### src/rtl/snake_motion.sv
// Snake head motion: key-driven IDLE/RUN/PAUSE/DEAD FSM, frame-tick paced stepping with edge checks.
// Define SNAKE_WRAP_EN to wrap at the screen edges instead of dying.
module snake_motion #(
  parameter int STEP     = 1,
  parameter int MAX_X    = 630,
  parameter int MAX_Y    = 470,
  parameter int INIT_X   = 320,
  parameter int INIT_Y   = 240,
  parameter int TICK_DIV = 1
) (
  input  logic       clk,
  input  logic       rst_n,
  input  logic       key_valid,
  input  logic [7:0] key_code,
  input  logic       frame_tick,
  output logic [9:0] pos_x,
  output logic [9:0] pos_y,
  output logic [1:0] dir,
  output logic       running,
  output logic       died
);

  typedef enum logic [1:0] {IDLE, RUN, PAUSE, DEAD} state_t;

  localparam logic [1:0]  D_RIGHT = 2'd0;
  localparam logic [1:0]  D_LEFT  = 2'd1;
  localparam logic [1:0]  D_DOWN  = 2'd2;
  localparam logic [1:0]  D_UP    = 2'd3;
  localparam logic [10:0] STEP11  = 11'(STEP);
  localparam logic [10:0] MAXX11  = 11'(MAX_X);
  localparam logic [10:0] MAXY11  = 11'(MAX_Y);
  localparam logic [9:0]  STEP10  = 10'(STEP);
  localparam logic [9:0]  INITX10 = 10'(INIT_X);
  localparam logic [9:0]  INITY10 = 10'(INIT_Y);
  localparam logic [3:0]  DIV4    = 4'(TICK_DIV);

  state_t     state_q, state_d;
  logic [9:0] x_q, x_d, y_q, y_d;
  logic [1:0] dir_q, dir_d, pend_q, pend_d;
  logic [3:0] tick_q, tick_d;
  logic       died_q, died_d, run_q, run_d;

  logic       space, arrow, arrow_ok;
  logic [1:0] arrow_dir;
  logic [9:0] nx, ny;
  logic       legal;
  logic [3:0] tick_inc;
  logic       move;

  assign space = key_valid && (key_code == 8'h29);

  always_comb begin
    arrow     = 1'b0;
    arrow_dir = D_RIGHT;
    if (key_valid) begin
      case (key_code)
        8'h74:   begin arrow = 1'b1; arrow_dir = D_RIGHT; end
        8'h6B:   begin arrow = 1'b1; arrow_dir = D_LEFT;  end
        8'h72:   begin arrow = 1'b1; arrow_dir = D_DOWN;  end
        8'h75:   begin arrow = 1'b1; arrow_dir = D_UP;    end
        default: ;
      endcase
    end
    // reverse pairs differ only in bit 0
    arrow_ok = arrow && (arrow_dir != (dir_q ^ 2'b01));
  end

  // Candidate next position for the pending direction; checks done in 11 bits.
  always_comb begin
    nx    = x_q;
    ny    = y_q;
    legal = 1'b1;
    case (pend_q)
      D_RIGHT: begin legal = (({1'b0, x_q} + STEP11) <= MAXX11); nx = x_q + STEP10; end
      D_LEFT:  begin legal = ({1'b0, x_q} >= STEP11);            nx = x_q - STEP10; end
      D_DOWN:  begin legal = (({1'b0, y_q} + STEP11) <= MAXY11); ny = y_q + STEP10; end
      default: begin legal = ({1'b0, y_q} >= STEP11);            ny = y_q - STEP10; end
    endcase
`ifdef SNAKE_WRAP_EN
    if (!legal) begin
      case (pend_q)
        D_RIGHT: nx = 10'd0;
        D_LEFT:  nx = MAXX11[9:0];
        D_DOWN:  ny = 10'd0;
        default: ny = MAXY11[9:0];
      endcase
    end
`endif
  end

  always_comb begin
    state_d  = state_q;
    x_d      = x_q;
    y_d      = y_q;
    dir_d    = dir_q;
    pend_d   = pend_q;
    tick_d   = tick_q;
    died_d   = 1'b0;
    move     = 1'b0;
    tick_inc = tick_q + 4'd1;
    case (state_q)
      IDLE: begin
        tick_d = 4'd0;
        if (space) state_d = RUN;
      end
      PAUSE: begin
        if (space)         state_d = RUN;
        else if (arrow_ok) pend_d  = arrow_dir;
      end
      RUN: begin
        if (space) state_d = PAUSE;
        else begin
          // the move below still uses pend_q, so a same-edge arrow lands next move
          if (arrow_ok) pend_d = arrow_dir;
          if (frame_tick) begin
            if (tick_inc == DIV4) begin
              tick_d = 4'd0;
              move   = 1'b1;
            end else begin
              tick_d = tick_inc;
            end
          end
        end
      end
      default: begin
        tick_d = 4'd0;
        if (space) begin
          state_d = IDLE;
          x_d     = INITX10;
          y_d     = INITY10;
          dir_d   = D_RIGHT;
          pend_d  = D_RIGHT;
        end
      end
    endcase
    if (move) begin
      dir_d = pend_q;
`ifdef SNAKE_WRAP_EN
      x_d = nx;
      y_d = ny;
`else
      if (legal) begin
        x_d = nx;
        y_d = ny;
      end else begin
        state_d = DEAD;
        died_d  = 1'b1;
        tick_d  = 4'd0;
      end
`endif
    end
    run_d = (state_d == RUN);
  end

  always_ff @(posedge clk or negedge rst_n) begin
    if (!rst_n) begin
      state_q <= IDLE;
      x_q     <= INITX10;
      y_q     <= INITY10;
      dir_q   <= D_RIGHT;
      pend_q  <= D_RIGHT;
      tick_q  <= 4'd0;
      died_q  <= 1'b0;
      run_q   <= 1'b0;
    end else begin
      state_q <= state_d;
      x_q     <= x_d;
      y_q     <= y_d;
      dir_q   <= dir_d;
      pend_q  <= pend_d;
      tick_q  <= tick_d;
      died_q  <= died_d;
      run_q   <= run_d;
    end
  end

  assign pos_x   = x_q;
  assign pos_y   = y_q;
  assign dir     = dir_q;
  assign running = run_q;
  assign died    = died_q;

endmodule

### config.mk
export PLATFORM = sky130hd
export DESIGN_NAME = snake_motion
export DESIGN_NICKNAME = d
export VERILOG_FILES = /design/src/rtl/snake_motion.sv
export SDC_FILE = /design/constraint.sdc
export NUM_CORES = 1
export LEC_CHECK = 0
export CAP_MARGIN = 20
export CORE_MARGIN = 2
export CORE_UTILIZATION = 50
export DETAILED_ROUTE_END_ITERATION = 12
export HOLD_SLACK_MARGIN = 0.08
export PLACE_DENSITY = 0.74
export SETUP_SLACK_MARGIN = 0.4
export SLEW_MARGIN = 0
export SYNTH_ARGS = -nofsm -noshare
export SYNTH_HDL_FRONTEND = slang
export SYNTH_SLANG_ARGS = --single-unit
### constraint.sdc
create_clock -name clk -period 2.4 [get_ports clk]
set_clock_uncertainty 0.1 [all_clocks]
set_input_delay 0.72 -clock clk [delete_from_list [all_inputs] [get_ports clk]]
set_output_delay 0.72 -clock clk [all_outputs]
set_load 0.02 [all_outputs]
==> flow_summary.json <==
{
  "clock_latency_ns": 0.29,
  "dp_cells": 505,
  "via_per_inst": 5.93,
  "dieArea_um2": 6190,
  "p_clk_share_pct": 26.2,
  "grt_util_all_layers_pct": 27.8,
  "ir_drop_v": 0.000312,
  "worstSetupStartpointType": "flip-flop",
  "slew_violations": 0,
  "drc": 0,
  "numCtsBuffers": 5,
  "cp_max_fo": 7,
  "rows": 27,
  "syn_nets": 377,
  "slew_headroom_pct": 71.0,
  "drt_iter0_drc": 212,
  "total_power_mw": 1.99,
  "power.density_nw_per_um2": 456,
  "synth_seq_area_share_pct": 29.0,
  "netlist_area_um2": 2790,
  "postSynthCellCount": 351,
  "antenna_found_initial": 0,
  "post-route-util_pct": 80.3,
  "htree_levels": 2,
  "period_needed_ns": 2.55,
  "switching_share_pct": 34.3,
  "cts_tree": "built",
  "status": "finished, violations left",
  "io_buffers": 35,
  "routabilityCongestion": 0.894,
  "grt_overflow_total": 0,
  "first_global_vias": 2913,
  "maxCapViolCount": 0,
  "cts_root_buffer": "clkbuf_8",
  "worst-slew-pin-transition_ns": 0.431,
  "dr.pass1.iters": 5,
  "ys_ff_latch": 32,
  "grt_pass1_wl_mm": 13.8,
  "antenna_cells": 0,
  "async_flop_share_pct": 100,
  "num_vias": 3245,
  "fillCellCount": 345,
  "ioPinCount": 36,
  "required_ns": 2.53,
  "fin_ws_ns": -0.148,
  "routed_wl_mm": 9.21,
  "die_x_um": 78.7,
  "pre_cts_ws_ns": -0.512,
  "avgRoutedWirePerCell_um": 16.8,
  "clk_pin_slew_ns": 0.07,
  "end_kind": "flip-flop",
  "worstSetupPathType": "reg -> reg",
  "syn_area_per_cell_um2": 7.94,
  "hold_buffers": 0,
  "rsz0062_at_grt": "true",
  "hpwl_mm": 5.59,
  "cts.sinks": 32,
  "grt_max_degree": 33,
  "drtAntennaViolNets": 0,
  "finalHoldWorstSlack_ns": 0.473,
  "intPower_mw": 1.31,
  "fmax_mhz": 392,
  "core_um2": 5440,
  "violations": "negative setup slack",
  "netSwitchingPower_mw": 0.683,
  "arrival_ns": 2.67,
  "final_cells": 547,
  "area.growth.synth_to_final_pct": 56.6,
  "initial_core_util_pct": 51.3,
  "synth_ff_type": "dfrtp_1",
  "final_nets": 500,
  "synth_warnings": 0,
  "synth_edf_count": 0,
  "p_leak_nw": 1.94,
  "dieHeight_um": 78.7,
  "finalCritPeriodShare_pct": 106,
  "drive_gt1_share_pct": 47.4,
  "setup_viol": 27,
  "clock_path_buffers": 2,
  "power_frac_seq_pct": 34.5,
  "hold_path.class": "reg -> reg",
  "synth.distinct_cells": 64,
  "final_hold_viol_count": 0,
  "power_frac_comb_pct": 39.3
}
## cells in the mapped netlist, types with 2 or more instances
library cell  number  area [um2]
a22oi_1            2        15.0
and3_1             4        25.0
xor2_1             4        35.0
mux2i_1            4        40.0
buf_6              2        22.5
nor4bb_1           2        20.0
clkbuf_1          11        41.3
dfstp_2            6         158
and2_1             5        31.3
or4_4              2        22.5
buf_2              4        20.0
dfrtp_1           26         651
o211ai_1           4        30.0
and4b_1            2        20.0
a21o_1             5        37.5
o21ai_0           21         105
or3b_1             2        17.5
nor3b_1            5        37.5
a21oi_1           10        50.1
nand3_2            2        20.0
or3_1             12        75.1
o31ai_1            2        15.0
nand3_1           29         145
a41o_1             3        30.0
a211o_1            3        26.3
nand4b_1           2        17.5
o22ai_1            2        12.5
nand2b_1           6        37.5
nor2_1            28         105
a31oi_1            7        43.8
nand4_1            8        50.1
ha_1              14         175
xnor2_1            4        35.0
nor3_1            12        60.1
nand2_1           43         161
inv_1             17        63.8
nor2b_1            9        56.3
## worst paths after layout
path,from,endpoint,slack (ns),depth (start not counted)
max in group asynchronous,rst_n,pos_x[8],1.13,2
setup reg to reg,pos_x[0],pos_x[6],-0.15,11
setup / recovery,pos_x[0],pos_x[6],-0.15,11
hold reg to reg,pos_x[8],pos_x[8],0.47,2
min in group asynchronous,rst_n,pos_x[4],0.74,2
hold / removal,pos_x[8],pos_x[8],0.47,2
## metal layers
metal / track usage, % / routed length (um) / part of all wire, %
met5: 0 / 0 / 0
met4: 8.07 / 304 / 3.3
met2: 48.5 / 4580 / 50
met3: 3.68 / 480 / 5.2
met1: 36.0 / 3840 / 42
## critical path, cell delays in order, from the launching register on
cell	delay, ns
dfrtp_2	0.46
inv_2	0.08
ha_4	0.27
nor4bb_2	0.23
nor2_1	0.10
a41o_1	0.19
a2111o_1	0.39
buf_6	0.17
buf_6	0.11
nand3_4	0.10
buf_6	0.12
o221a_1	0.17
## sequential cells by signal (all words and copies together), names as in the netlist
register	cells
state_q	2
running	1
pos_x	10
pos_y	10
pend_q	2
dir	2
tick_q	4
died	1
## power by group through the flow
stage               Sequential (mW)  Combinational (mW)  Clock (mW)
detailed placement            0.694               0.693           0
global route                  0.696               0.841       0.558
floorplan                     0.737               0.317           0
finish                        0.687               0.782       0.523
global placement              0.691               0.676           0
CTS                           0.681               0.721       0.531
## placed cells by master, fill, tap and decap left out, types with 7 or more instances in the layout
master / n
dlygate4sd2_1: 10
dfrtp_1: 15
or3_1: 11
buf_2: 7
ha_1: 8
buf_6: 27
nor2_1: 23
nand2_1: 38
nand3_1: 19
inv_1: 12
nand4_1: 8
a21oi_1: 7
buf_4: 77
nand3_2: 12
dfrtp_2: 11
o21ai_0: 12
## cell type report
class	count	area, um2	share of cell area [%]
flip-flops and latches	32	822	18.8
clock inverters	3	42.5	0.974
clock buffers	5	68.8	1.58
inverters	18	70.1	1.60
well taps	72	90.1	2.06
multi-input cells	284	2180	49.9
repair buffers	133	1100	25.1
## per-stage QoR
step / area, um2 / TNS, ns
after floorplan: 2920 / -0.153
after global placement: 3740 / -8.34
after detailed placement: 3740 / -10.11
after CTS: 4140 / -1.18
after global routing: 4370 / -4.59
final: 4370 / -2.14
## kinds of logic after synthesis
logic type	count (synthesis)	share of synthesized area (%)
simple gates	181	35.3
compound gates	76	19.8
buf+inv	36	5.70
flops	32	29.0
fa+ha+maj	14	6.28
xor+xnor	8	2.51
mux	4	1.44
## repair_timing
item | in CTS | in global routing
gates resized for setup | 116 | 66
pin swaps | 35 | 31
setup buffers | 26 | 7
endpoints found under the setup margin | 56 | 46
cloned | 1 | 0
Power figures use the tool's default switching activity.
